File: config.mk
export PLATFORM = sky130hd
export DESIGN_NAME = life_keyscan_flat
export DESIGN_NICKNAME = d
export VERILOG_FILES = /design/src/rtl/life_pkg.sv /design/src/rtl/life_keyscan_if.sv /design/src/rtl/life_prio_enc.sv /design/src/rtl/life_keyscan.sv /design/src/flat_wrapper.sv
export SDC_FILE = /design/constraint.sdc
export NUM_CORES = 1
export LEC_CHECK = 0
export CELL_PAD_IN_SITES_DETAIL_PLACEMENT = 1
export CELL_PAD_IN_SITES_GLOBAL_PLACEMENT = 2
export CORE_UTILIZATION = 43
export DETAILED_ROUTE_END_ITERATION = 6
export DONT_BUFFER_PORTS = 1
export PLACE_DENSITY_LB_ADDON = 0.1
export SYNTH_ARGS = -nofsm -noshare
export SYNTH_HDL_FRONTEND = slang
export SYNTH_SLANG_ARGS = --single-unit
File: constraint.sdc
create_clock -name clk -period 2.85 [get_ports clk]
set_input_delay 0.57 -clock clk [delete_from_list [all_inputs] [get_ports clk]]
set_output_delay 0.57 -clock clk [all_outputs]
set_load 0.02 [all_outputs]
File: src/rtl/life_pkg.sv
// Constants and the keypad scan state encoding shared by the life board's
// display multiplexer and keypad scanner.
package life_pkg;

  localparam int LIFE_X     = 8;
  localparam int LIFE_Y     = 8;
  localparam int LIFE_LOG2X = 3;
  localparam int LIFE_LOG2Y = 3;

  typedef enum logic [2:0] {
    IDLE,
    DRIVE,
    SAMPLE,
    EMIT,
    NEXT
  } scan_state_e;

endpackage

File: src/rtl/life_keyscan_if.sv
// Cell-edit event channel: one (x, y, press/release) record per valid/ready handshake.
interface life_keyscan_if #(
  parameter int LOG2X = life_pkg::LIFE_LOG2X,
  parameter int LOG2Y = life_pkg::LIFE_LOG2Y
);
  logic             ev_valid;
  logic             ev_ready;
  logic [LOG2X-1:0] ev_x;
  logic [LOG2Y-1:0] ev_y;
  logic             ev_press;

  modport master (output ev_valid, ev_x, ev_y, ev_press, input ev_ready);
  modport slave  (input ev_valid, ev_x, ev_y, ev_press, output ev_ready);
endinterface

File: src/rtl/life_prio_enc.sv
// Lowest-set-bit priority encoder: index of the lowest set bit plus an any-set flag.
module life_prio_enc
  import life_pkg::*;
#(
  parameter int X     = LIFE_X,
  parameter int LOG2X = LIFE_LOG2X
) (
  input  logic [X-1:0]     i_vec,
  output logic [LOG2X-1:0] o_idx,
  output logic             o_any
);

  always_comb begin
    // NOTE: defaults first so every path assigns both outputs and no latch is inferred.
    o_idx = '0;
    o_any = 1'b0;
    for (int i = X - 1; i >= 0; i--) begin
      if (i_vec[i]) begin
        o_idx = LOG2X'(i);
        o_any = 1'b1;
      end
    end
  end

endmodule

File: src/rtl/life_keyscan.sv
// Matrix-keypad scanner with two-scan debounce and a valid/ready cell-edit event output.
// Define LIFE_KEYSCAN_RELEASE_EN to emit release events as well as presses.
module life_keyscan
  import life_pkg::*;
#(
  parameter int X      = LIFE_X,
  parameter int Y      = LIFE_Y,
  parameter int LOG2X  = LIFE_LOG2X,
  parameter int LOG2Y  = LIFE_LOG2Y,
  parameter int SETTLE = 4
) (
  input  logic           clk,
  input  logic           reset,
  input  logic           scan_en,
  output logic [Y-1:0]   row_drv,
  input  logic [X-1:0]   col_in,
  life_keyscan_if.master ev
);

  localparam int SW = (SETTLE > 1) ? $clog2(SETTLE) : 1;

  scan_state_e      r_state;
  logic [LOG2Y-1:0] r_row;
  logic [SW-1:0]    r_settle;
  logic [X-1:0]     r_prev   [Y];
  logic [X-1:0]     r_stable [Y];
  logic [X-1:0]     r_pending;
  logic [Y-1:0]     r_row_drv;
  logic             r_ev_valid;
  logic [LOG2X-1:0] r_ev_x;
  logic [LOG2Y-1:0] r_ev_y;
  logic             r_ev_press;
`ifdef LIFE_KEYSCAN_RELEASE_EN
  logic [X-1:0]     r_sampled;
`endif

  logic [X-1:0]     w_accept;
  logic [X-1:0]     w_new_pend;
  logic [X-1:0]     w_rem;
  logic [X-1:0]     w_enc_in;
  logic [LOG2X-1:0] w_idx;
  logic             w_any;
  logic             w_take;
  logic [LOG2Y-1:0] w_next_row;

  // Accept a key change only when two consecutive scans agree and differ from the debounced state.
  assign w_accept = ~(col_in ^ r_prev[r_row]) & (col_in ^ r_stable[r_row]);
`ifdef LIFE_KEYSCAN_RELEASE_EN
  assign w_new_pend = w_accept;
`else
  assign w_new_pend = w_accept & col_in;
`endif
  assign w_rem      = r_pending & ~(X'(1) << r_ev_x);
  assign w_enc_in   = (r_state == SAMPLE) ? w_new_pend : w_rem;
  assign w_take     = r_ev_valid & ev.ev_ready;
  assign w_next_row = (r_row == LOG2Y'(Y - 1)) ? '0 : r_row + 1'b1;

  life_prio_enc #(.X(X), .LOG2X(LOG2X)) u_enc (
    .i_vec (w_enc_in),
    .o_idx (w_idx),
    .o_any (w_any)
  );

  always_ff @(posedge clk or negedge reset) begin
    if (!reset) begin
      r_state    <= IDLE;
      r_row      <= '0;
      r_settle   <= '0;
      r_pending  <= '0;
      r_row_drv  <= '0;
      r_ev_valid <= 1'b0;
      r_ev_x     <= '0;
      r_ev_y     <= '0;
      r_ev_press <= 1'b0;
`ifdef LIFE_KEYSCAN_RELEASE_EN
      r_sampled  <= '0;
`endif
      // NOTE: prev/stable are flop arrays that must start as "no key held", so they are reset.
      for (int y = 0; y < Y; y++) begin
        r_prev[y]   <= '0;
        r_stable[y] <= '0;
      end
    end else begin
      // NOTE: all state updates use <= so every branch reads pre-edge values.
      case (r_state)
        IDLE: begin
          if (scan_en) begin
            r_row_drv <= Y'(1) << r_row;
            r_settle  <= '0;
            r_state   <= DRIVE;
          end
        end
        DRIVE: begin
          if (r_settle == SW'(SETTLE - 1)) r_state <= SAMPLE;
          else                             r_settle <= r_settle + 1'b1;
        end
        SAMPLE: begin
          r_prev[r_row] <= col_in;
          r_pending     <= w_new_pend;
`ifdef LIFE_KEYSCAN_RELEASE_EN
          r_sampled     <= col_in;
`else
          r_stable[r_row] <= r_stable[r_row] & ~(w_accept & ~col_in);
`endif
          if (w_any) begin
            r_ev_valid <= 1'b1;
            r_ev_x     <= w_idx;
            r_ev_y     <= r_row;
`ifdef LIFE_KEYSCAN_RELEASE_EN
            r_ev_press <= col_in[w_idx];
`else
            r_ev_press <= 1'b1;
`endif
            r_state    <= EMIT;
          end else begin
            r_row_drv <= '0;
            r_state   <= NEXT;
          end
        end
        EMIT: begin
          if (w_take) begin
            r_stable[r_row][r_ev_x] <= ~r_stable[r_row][r_ev_x];
            r_pending               <= w_rem;
            if (w_any) begin
              r_ev_x <= w_idx;
`ifdef LIFE_KEYSCAN_RELEASE_EN
              r_ev_press <= r_sampled[w_idx];
`else
              r_ev_press <= 1'b1;
`endif
            end else begin
              r_ev_valid <= 1'b0;
              r_row_drv  <= '0;
              r_state    <= NEXT;
            end
          end
        end
        NEXT: begin
          r_row <= w_next_row;
          if (scan_en) begin
            r_row_drv <= Y'(1) << w_next_row;
            r_settle  <= '0;
            r_state   <= DRIVE;
          end else begin
            r_state <= IDLE;
          end
        end
        default: r_state <= IDLE;
      endcase
    end
  end

  assign row_drv     = r_row_drv;
  assign ev.ev_valid = r_ev_valid;
  assign ev.ev_x     = r_ev_x;
  assign ev.ev_y     = r_ev_y;
  assign ev.ev_press = r_ev_press;

endmodule

File: src/flat_wrapper.sv
// flat-port wrapper written by rule: the top's interface ports become plain ports
module life_keyscan_flat import life_pkg::*;
#(
  parameter int X      = LIFE_X,
  parameter int Y      = LIFE_Y,
  parameter int LOG2X  = LIFE_LOG2X,
  parameter int LOG2Y  = LIFE_LOG2Y,
  parameter int SETTLE = 4
)
  (clk, reset, scan_en, row_drv, col_in, ev_ev_valid, ev_ev_x, ev_ev_y, ev_ev_press, ev_ev_ready);
  life_keyscan_if #(.LOG2X(LOG2X), .LOG2Y(LOG2Y)) ev_i ();
  input  logic clk;
  input  logic reset;
  input  logic scan_en;
  output logic [Y-1:0] row_drv;
  input  logic [X-1:0] col_in;
  output wire logic [$bits(ev_i.ev_valid)-1:0] ev_ev_valid;
  output wire logic [$bits(ev_i.ev_x)-1:0] ev_ev_x;
  output wire logic [$bits(ev_i.ev_y)-1:0] ev_ev_y;
  output wire logic [$bits(ev_i.ev_press)-1:0] ev_ev_press;
  input wire logic [$bits(ev_i.ev_ready)-1:0] ev_ev_ready;
  assign ev_ev_valid = ev_i.ev_valid;
  assign ev_ev_x = ev_i.ev_x;
  assign ev_ev_y = ev_i.ev_y;
  assign ev_ev_press = ev_i.ev_press;
  assign ev_i.ev_ready = ev_ev_ready;
  life_keyscan #(.X(X), .Y(Y), .LOG2X(LOG2X), .LOG2Y(LOG2Y), .SETTLE(SETTLE)) u_core (.clk(clk), .reset(reset), .scan_en(scan_en), .row_drv(row_drv), .col_in(col_in), .ev(ev_i));
endmodule
; ---- Word level (Yosys, flattened, before mapping)
; Cells that the tools add are included.
[word_totals]
reg_bits = 160
latchBits = 0
mem_bits_rw = 0
mem_bits_ro = 0
output_inout_bits = 16
n_memories = 0
[op_classes]
addsub = 2
multipliers = 0
div_mod_pow = 0
n_lt_le_gt_ge = 4
n_eq_ne = 14
shifts = 3
muxes = 64
bitwise_logic = 14
n_reduce_logical = 13
[op_table]
columns = operator, count
row1 = $bwmux W64, 3
row2 = $pmux W64 S2, 1
row3 = $mux W8, 12
row4 = $mux W64, 1
row5 = $bmux W8 S3, 2
row6 = $demux W8 S3, 2
row7 = $mux W3, 16
row8 = $and A8 B8 Y8, 5
row9 = $not A8 Y8, 4
row10 = $pmux W8 S4, 1
row11 = $shl A1 B3 Y8 const A, 3
row12 = $mux W1, 16
row13 = $pmux W8 S2, 1
row14 = $xor A8 B8 Y8, 2
row15 = $pmux W3 S5, 1
row16 = $reduce_and A4 Y1, 3
row17 = $ne A2 B2 Y1 const B, 5
row18 = $eq A3 B2 Y1 const B, 2
row19 = $eq A3 B3 Y1 const B, 2
row20 = $ne A2 B1 Y1 const B, 3
row21 = $pmux W3 S2, 1
row22 = $ge A4 B4 Y1 const B, 1
row23 = $lt A3 B4 Y1 const B, 1
row24 = $lt A4 B1 Y1 const B, 1
row25 = other kinds (20), 25

; ---- Depth between registers and ports, before layout
[logic_depth]
word_depth = 20
depth_mapped = 10
mapped_depth_nobuf = 7

; ---- By module
; From an unflattened synthesis, not the netlist that was laid out.
[unflattened]
hier_cells = 814
area_unflattened_um2 = 8818.5
[by_module_without_submodules]
columns = module, n_inst, cells_each, area_each_um2
row1 = life_keyscan, 1, 801, 8738.4
row2 = life_prio_enc, 1, 13, 80.1

; ---- Worst setup path after synthesis
; OpenSTA, ideal clock, no wires.
[synth_timing]
path_kind = register -> register
startpoint = register u_core.r_row[1]
endpoint = register u_core.r_ev_y[0], in the netlist u_core.ev.ev_y[0]
arrival_time_ns = 2.339
slack_ns = 0.386
path_stages_with_launch = 9
n_path_buf = 1
synth_period_minus_slack_ns = 2.464
cell_sequence = dfrtp_1 -> buf_6 -> mux4_2 -> mux2i_1 -> nor2b_1 -> a32o_1 -> nor3_4 -> a21oi_4 -> mux2_4
[synth_via]
elab_chain_cells = 18
elab_cells_between_ends = 22
[synth_rtl]
columns = item, line
row1 = "start, declared", life_keyscan.sv:23  ; logic [LOG2Y-1:0] r_row;
row2 = "start signal, assigned", life_keyscan.sv:139  ; r_row <= w_next_row;
row3 = $not A3 Y4 (implied by the code) (*), life_keyscan.sv:47  ; assign w_accept = ~(col_in ^ r_prev[r_row]) & (col_in ^ r_stable[r_row]);
row4 = $bmux W8 S3, life_keyscan.sv:47
row5 = $mux W8 (implied by the code) (2 in a row), life_keyscan.sv:47
row6 = $xor A8 B8 Y8, life_keyscan.sv:47
row7 = $not A8 Y8, life_keyscan.sv:47
row8 = $and A8 B8 Y8 (*), life_keyscan.sv:47
row9 = $and A8 B8 Y8 (*), life_keyscan.sv:51  ; assign w_new_pend = w_accept & col_in;
row10 = $mux W8 (*), life_keyscan.sv:54  ; assign w_enc_in = (r_state == SAMPLE) ? w_new_pend : w_rem;
row11 = $mux W1 (7 in a row), life_prio_enc.sv:18  ; if (i_vec[i]) begin
row12 = $mux W1 (*), life_prio_enc.sv:18
row13 = $reduce_and A2 Y1 (no line) (*), -
row14 = "end signal, assigned", life_keyscan.sv:108  ; r_ev_y <= r_row;
row15 = "end, declared", life_keyscan.sv:31  ; logic [LOG2Y-1:0] r_ev_y;
; Every way passes the cells marked *; elsewhere a longest branch is shown, timed or not. The select of a mux whose other input is x is not followed.
; A chain may end at the register's enable or synchronous reset.

; ---- Worst setup path in the final report
[layout_timing]
startpoint = register u_core.r_row[1]
endpoint = register u_core.r_ev_valid, in the netlist u_core.ev.ev_valid
[layout_via]
elab_chain_cells = 19
elab_cells_between_ends = 24
[layout_rtl]
columns = item, line
row1 = $not A3 Y4 (implied by the code) (*), life_keyscan.sv:47
row2 = $bmux W8 S3, life_keyscan.sv:47
row3 = $mux W8 (implied by the code) (2 in a row), life_keyscan.sv:47
row4 = $xor A8 B8 Y8, life_keyscan.sv:47
row5 = $not A8 Y8, life_keyscan.sv:47
row6 = $and A8 B8 Y8 (*), life_keyscan.sv:47
row7 = $and A8 B8 Y8 (*), life_keyscan.sv:51
row8 = $mux W8 (*), life_keyscan.sv:54
row9 = $mux W1 (7 in a row), life_prio_enc.sv:18
row10 = $mux W1 (*), life_prio_enc.sv:18
row11 = $ne A2 B2 Y1 (no line), -
row12 = $reduce_and A4 Y1 (no line) (*), -
row13 = "end signal, assigned", life_keyscan.sv:71  ; r_ev_valid <= 1'b0;
row14 = "end signal, assigned", life_keyscan.sv:106  ; r_ev_valid <= 1'b1;
row15 = "end signal, assigned", life_keyscan.sv:132  ; r_ev_valid <= 1'b0;
row16 = "end, declared", life_keyscan.sv:29  ; logic r_ev_valid;
; Marked as above.

==> results by stage <==
Synthesis:
- Of the total synthesized cell area, the portion taken by full adders, half adders and majority gates is 0.00447.
- Yosys mapped the design onto 66 distinct sky130hd cell types.
- The post-synthesis sequential element count is 160.
- The xor and xnor fraction of the mapped netlist area is 0.
- After technology mapping, the gate count stands at roughly 770.
- The biggest area contributor in the post-synthesis netlist is dfrtp_1.
- The mux share of post-synthesis cell area is 0.190.
- By instance count, the leading cell after synthesis is dfrtp_1.
- Counting every net in the synthesized netlist gives between 700 and 800.
- For this run, asynchronously set or reset flops after synthesis account for 1.00.
- The sequential fraction of the synthesis area is 0.477.
- Summing every instance area after synthesis gives around 8400 um^2.
- By area the synthesized netlist is led by dfrtp_1 48%, o21ai_0 9.1%, mux2_2 7.9%.
- Of the total synthesized cell area, the portion taken by AND, OR, NAND and NOR gates is 0.0907.
- The post-synthesis compound-gate area fraction was 0.203.
- The mean instance size in the synthesized netlist is around 11 um^2.
- The number of synthesis warnings is 0.
- The dominant combinational cell family by area after synthesis is compound AO/OA/AOI/OAI gates.
- The most used flip-flop cell after synthesis is dfrtp_1.
- The commonest cells after synthesis are 160 x dfrtp_1, 152 x o21ai_0, 76 x a21oi_1.
- Yosys mapped a number of flops with a built-in enable equal to 0.
- The area share of the largest cell type after synthesis is 0.477.

STA:
- The final setup violation count is 0.
- The clock period could shrink to roughly 2800 ps.
- On the final layout, the worst hold slack is -180 ps.
- The final-layout setup total negative slack is 0 ps.
- Derived from the worst setup path, the maximum achievable clock frequency is 0.360 GHz.
- Setup repair after global routing could not meet its margin everywhere.
- On the final layout, the worst clock skew is about 18 ps.
- The final count of hold timing violations came to 160.
- The final worst setup slack is between 70 and 80 ps.
- The slew at the pin closest to its max-slew limit is between 1000 and 1500 ps.
- The post-route clock period utilization is 0.975.
- Headroom to the max-slew limit came out at 0.121.
- The final-report max-slew violation count came to 0.

Outcome:
- The flow ran to the end, but the final reports show violations.
- The final reports fail on negative hold slack.

Routing:
- In the routed layout, each cell is associated on average with a via count of 6.30.
- After the first detailed-routing iteration, the DRC count stood at roughly 480.
- The length of the first detailed-routing pass in iterations is 5.
- The number of design rule violations left after detail routing is 0.
- The count of nets left with antenna violations once routing finished came out at 0.
- The total routed wirelength is approximately 28 mm.
- The vias after detailed routing is 6826.
- The mean routed wirelength per cell is about 26 um.

Finish:
- Compared with the post-synthesis result, the final layout area differs by 15.8%.
- Summing all flip-flop and latch instances after layout gives between 4000 and 5000 um^2.
- The number of antenna cells inserted is 0.
- Fill cells in the final layout number between 2000 and 2500.
- The number of standard cells in the final layout excluding fillers is about 1100.
- In the final layout, the multi-input gates occupy around 4100 um^2.
- The post-layout net count is around 830.
- The final non-filler cell area is between 9000 and 10000 um^2.
- The share of post-route cells with drive strength above 1 is 0.267.

Global routing:
- The number of antenna violations at the first check in global routing came to 0.
- The number of global-route vias before repair came to about 7100.
- The leftover overflow at the end of global routing is 0.
- The pin count of the biggest net entering global routing is about 160.
- The first-pass GRT wire length is 43.6 mm.
- The global routing usage summed across all routing layers is 0.295.

Setup path:
- The worst setup path is launched from a flop.
- Data on the critical path is required at its endpoint by 3170 ps.
- The top fanout value on the critical path is 11.
- Data on the critical path arrives at its endpoint at approximately 3100 ps.
- The nature of the critical path endpoint is a flop.
- The worst setup path is of the flop to flop kind.

Floorplanning:
- The I/O pin count is 28.
- For this configuration, the core starts out at a cell density of 0.444.
- The floorplan core area is approximately 19000 um^2.
- From bottom edge to top edge, the die measures between 100 and 150 um.
- Measured along the x axis, the die boundary spans around 140 um.
- The row count is 50.
- The die covers around 20000 um^2.

Placed design:
- The quantity of I/O buffers inserted on ports is 0.
- The final RePlAce weighted congestion is between 0.8 and 0.9.
- Before CTS, the worst setup slack after placement is around 38 ps.
- Once placement completed, the tool counted placed cells totaling between 1000 and 1500.
- The placed standard-cell area is 8990 um^2.
- The placed wire-length estimate after detailed placement is roughly 20 mm.

CTS:
- For the worst-skew pair, the clock arrives at the later sink with an insertion delay of around 440 ps.
- After clock tree synthesis, the clock-pin slew on the worst setup and hold paths is ~80 ps.
- Clock tree synthesis inserted a total of 17 buffers.
- The number of buffers on the longest clock path is 2.
- The cell at the root of the clock tree is clkbuf_16.
- The number of sinks on the clock net is 160.
- The TritonCTS clock tree is built.
- CTS built an H-tree with a depth of 4.

Power:
- The worst-case IR drop observed on VDD is 0.000493 V.
- The power density over the cells is roughly 950 nW/um^2.
- The cell leakage power is between 4 and 5 nW.

Flow run:
- The number of maximum-capacitance constraint violations is 0.

Worst hold path:
- The tightest min-delay check is of the primary input to asynchronous set/reset pin type.
==> cell type report <==
| class | instances | area share |
|---|---|---|
| well taps | 260 | 0.0335 |
| flip-flops and latches | 160 | 0.413 |
| multi-input cells | 548 | 0.425 |
| inverters | 10 | 0.00412 |
| clock inverters | 15 | 0.0175 |
| clock buffers | 17 | 0.0438 |
| repair buffers | 74 | 0.0632 |
==> flip-flops by register name, indices dropped and copies added (netlist names) <==
signal,flops
u_core.r_pending,8
u_core.ev.ev_y,3
u_core.ev.ev_press,1
u_core.r_prev,64
u_core.r_state,3
u_core.r_row,3
u_core.r_stable,64
u_core.ev.ev_valid,1
u_core.r_settle,2
u_core.ev.ev_x,3
u_core.row_drv,8
==> power breakdown <==
part	total, W	switching [W]	leakage (nW)	internal, W
Sequential	0.00306	0.000366	2.11	0.00269
Clock	0.00232	0.00108	0.287	0.00124
Combinational	0.00387	0.00226	1.82	0.00161
==> layer usage <==
layer	global-route usage	share of wire	vias up
li1	-	-	2969
met3	0.0479	0.045	41
met1	0.413	0.46	3603
met4	0.0832	0.020	0
met2	0.473	0.48	213
met5	0	0	-
==> cell families after synthesis <==
family / after synthesis
and+or+nand+nor: 136
buffers and inverters: 63
muxes: 114
AOI/OAI and AO/OA: 295
DFF: 160
adders and majority gates: 3
==> per-stage QoR <==
| stage | power (W) | utilization |
|---|---|---|
| final | 0.00925 | 0.514 |
| after global routing | 0.00972 | 0.514 |
| after CTS | 0.00906 | 0.507 |
| after detailed placement | 0.00672 | 0.476 |
| after global placement | 0.00661 | 0.476 |
| after floorplan | 0.00544 | - |
==> path summary, 6_finish.rpt <==
| kind | startpoint | endpoint | slack [ps] | depth (start not counted) |
|---|---|---|---|---|
| setup / recovery | u_core.r_row[1] | u_core.ev.ev_valid | 70 | 9 |
| hold / removal | reset | u_core.ev.ev_press | -180 | 0 |
| setup reg to reg | u_core.r_row[1] | u_core.ev.ev_valid | 70 | 9 |
| hold reg to reg | u_core.r_prev[51] | u_core.r_prev[51] | 490 | 2 |
| max in group asynchronous | reset | u_core.r_row[0] | 2600 | 0 |
| min in group clk | col_in[3] | u_core.r_prev[19] | 280 | 1 |
==> worst max-delay path, stage by stage, from the launching register on <==
cell	delay [ps]
dfrtp_2	480
buf_12	190
mux4_2	540
mux2i_2	210
a2111o_1	260
nand3_2	180
nor3_4	230
buf_12	150
nand4_1	100
a211o_1	310
==> what timing repair did <==
item | 4_1_cts | 5_1_grt
hold endpoints to repair | 160 | 160
gates resized for setup | 0 | 13
endpoints found under the setup margin | 0 | 22
setup buffers | 0 | 7
==> layout by cell type, fill, tap and decap left out, drive strengths merged, types with 3 or more instances in the layout <==
cell,instances
nor2b,11
nand3,4
o21ai,162
mux2i,24
nand2,42
ha,3
o32a,3
mux4,28
a32o,5
and2,9
a22o,3
a31oi,7
a21oi,77
o2bb2ai,4
nor2,23
clkbuf,18
clkinv,6
o22ai,5
buf,73
nand4,7
a211oi,5
mux2,62
a22oi,3
nand2b,4
nor3,10
nor3b,10
a21boi,3
nand3b,6
dfrtp,160
a21o,3
inv,16
No activity file was read; power rests on OpenSTA's default activity.
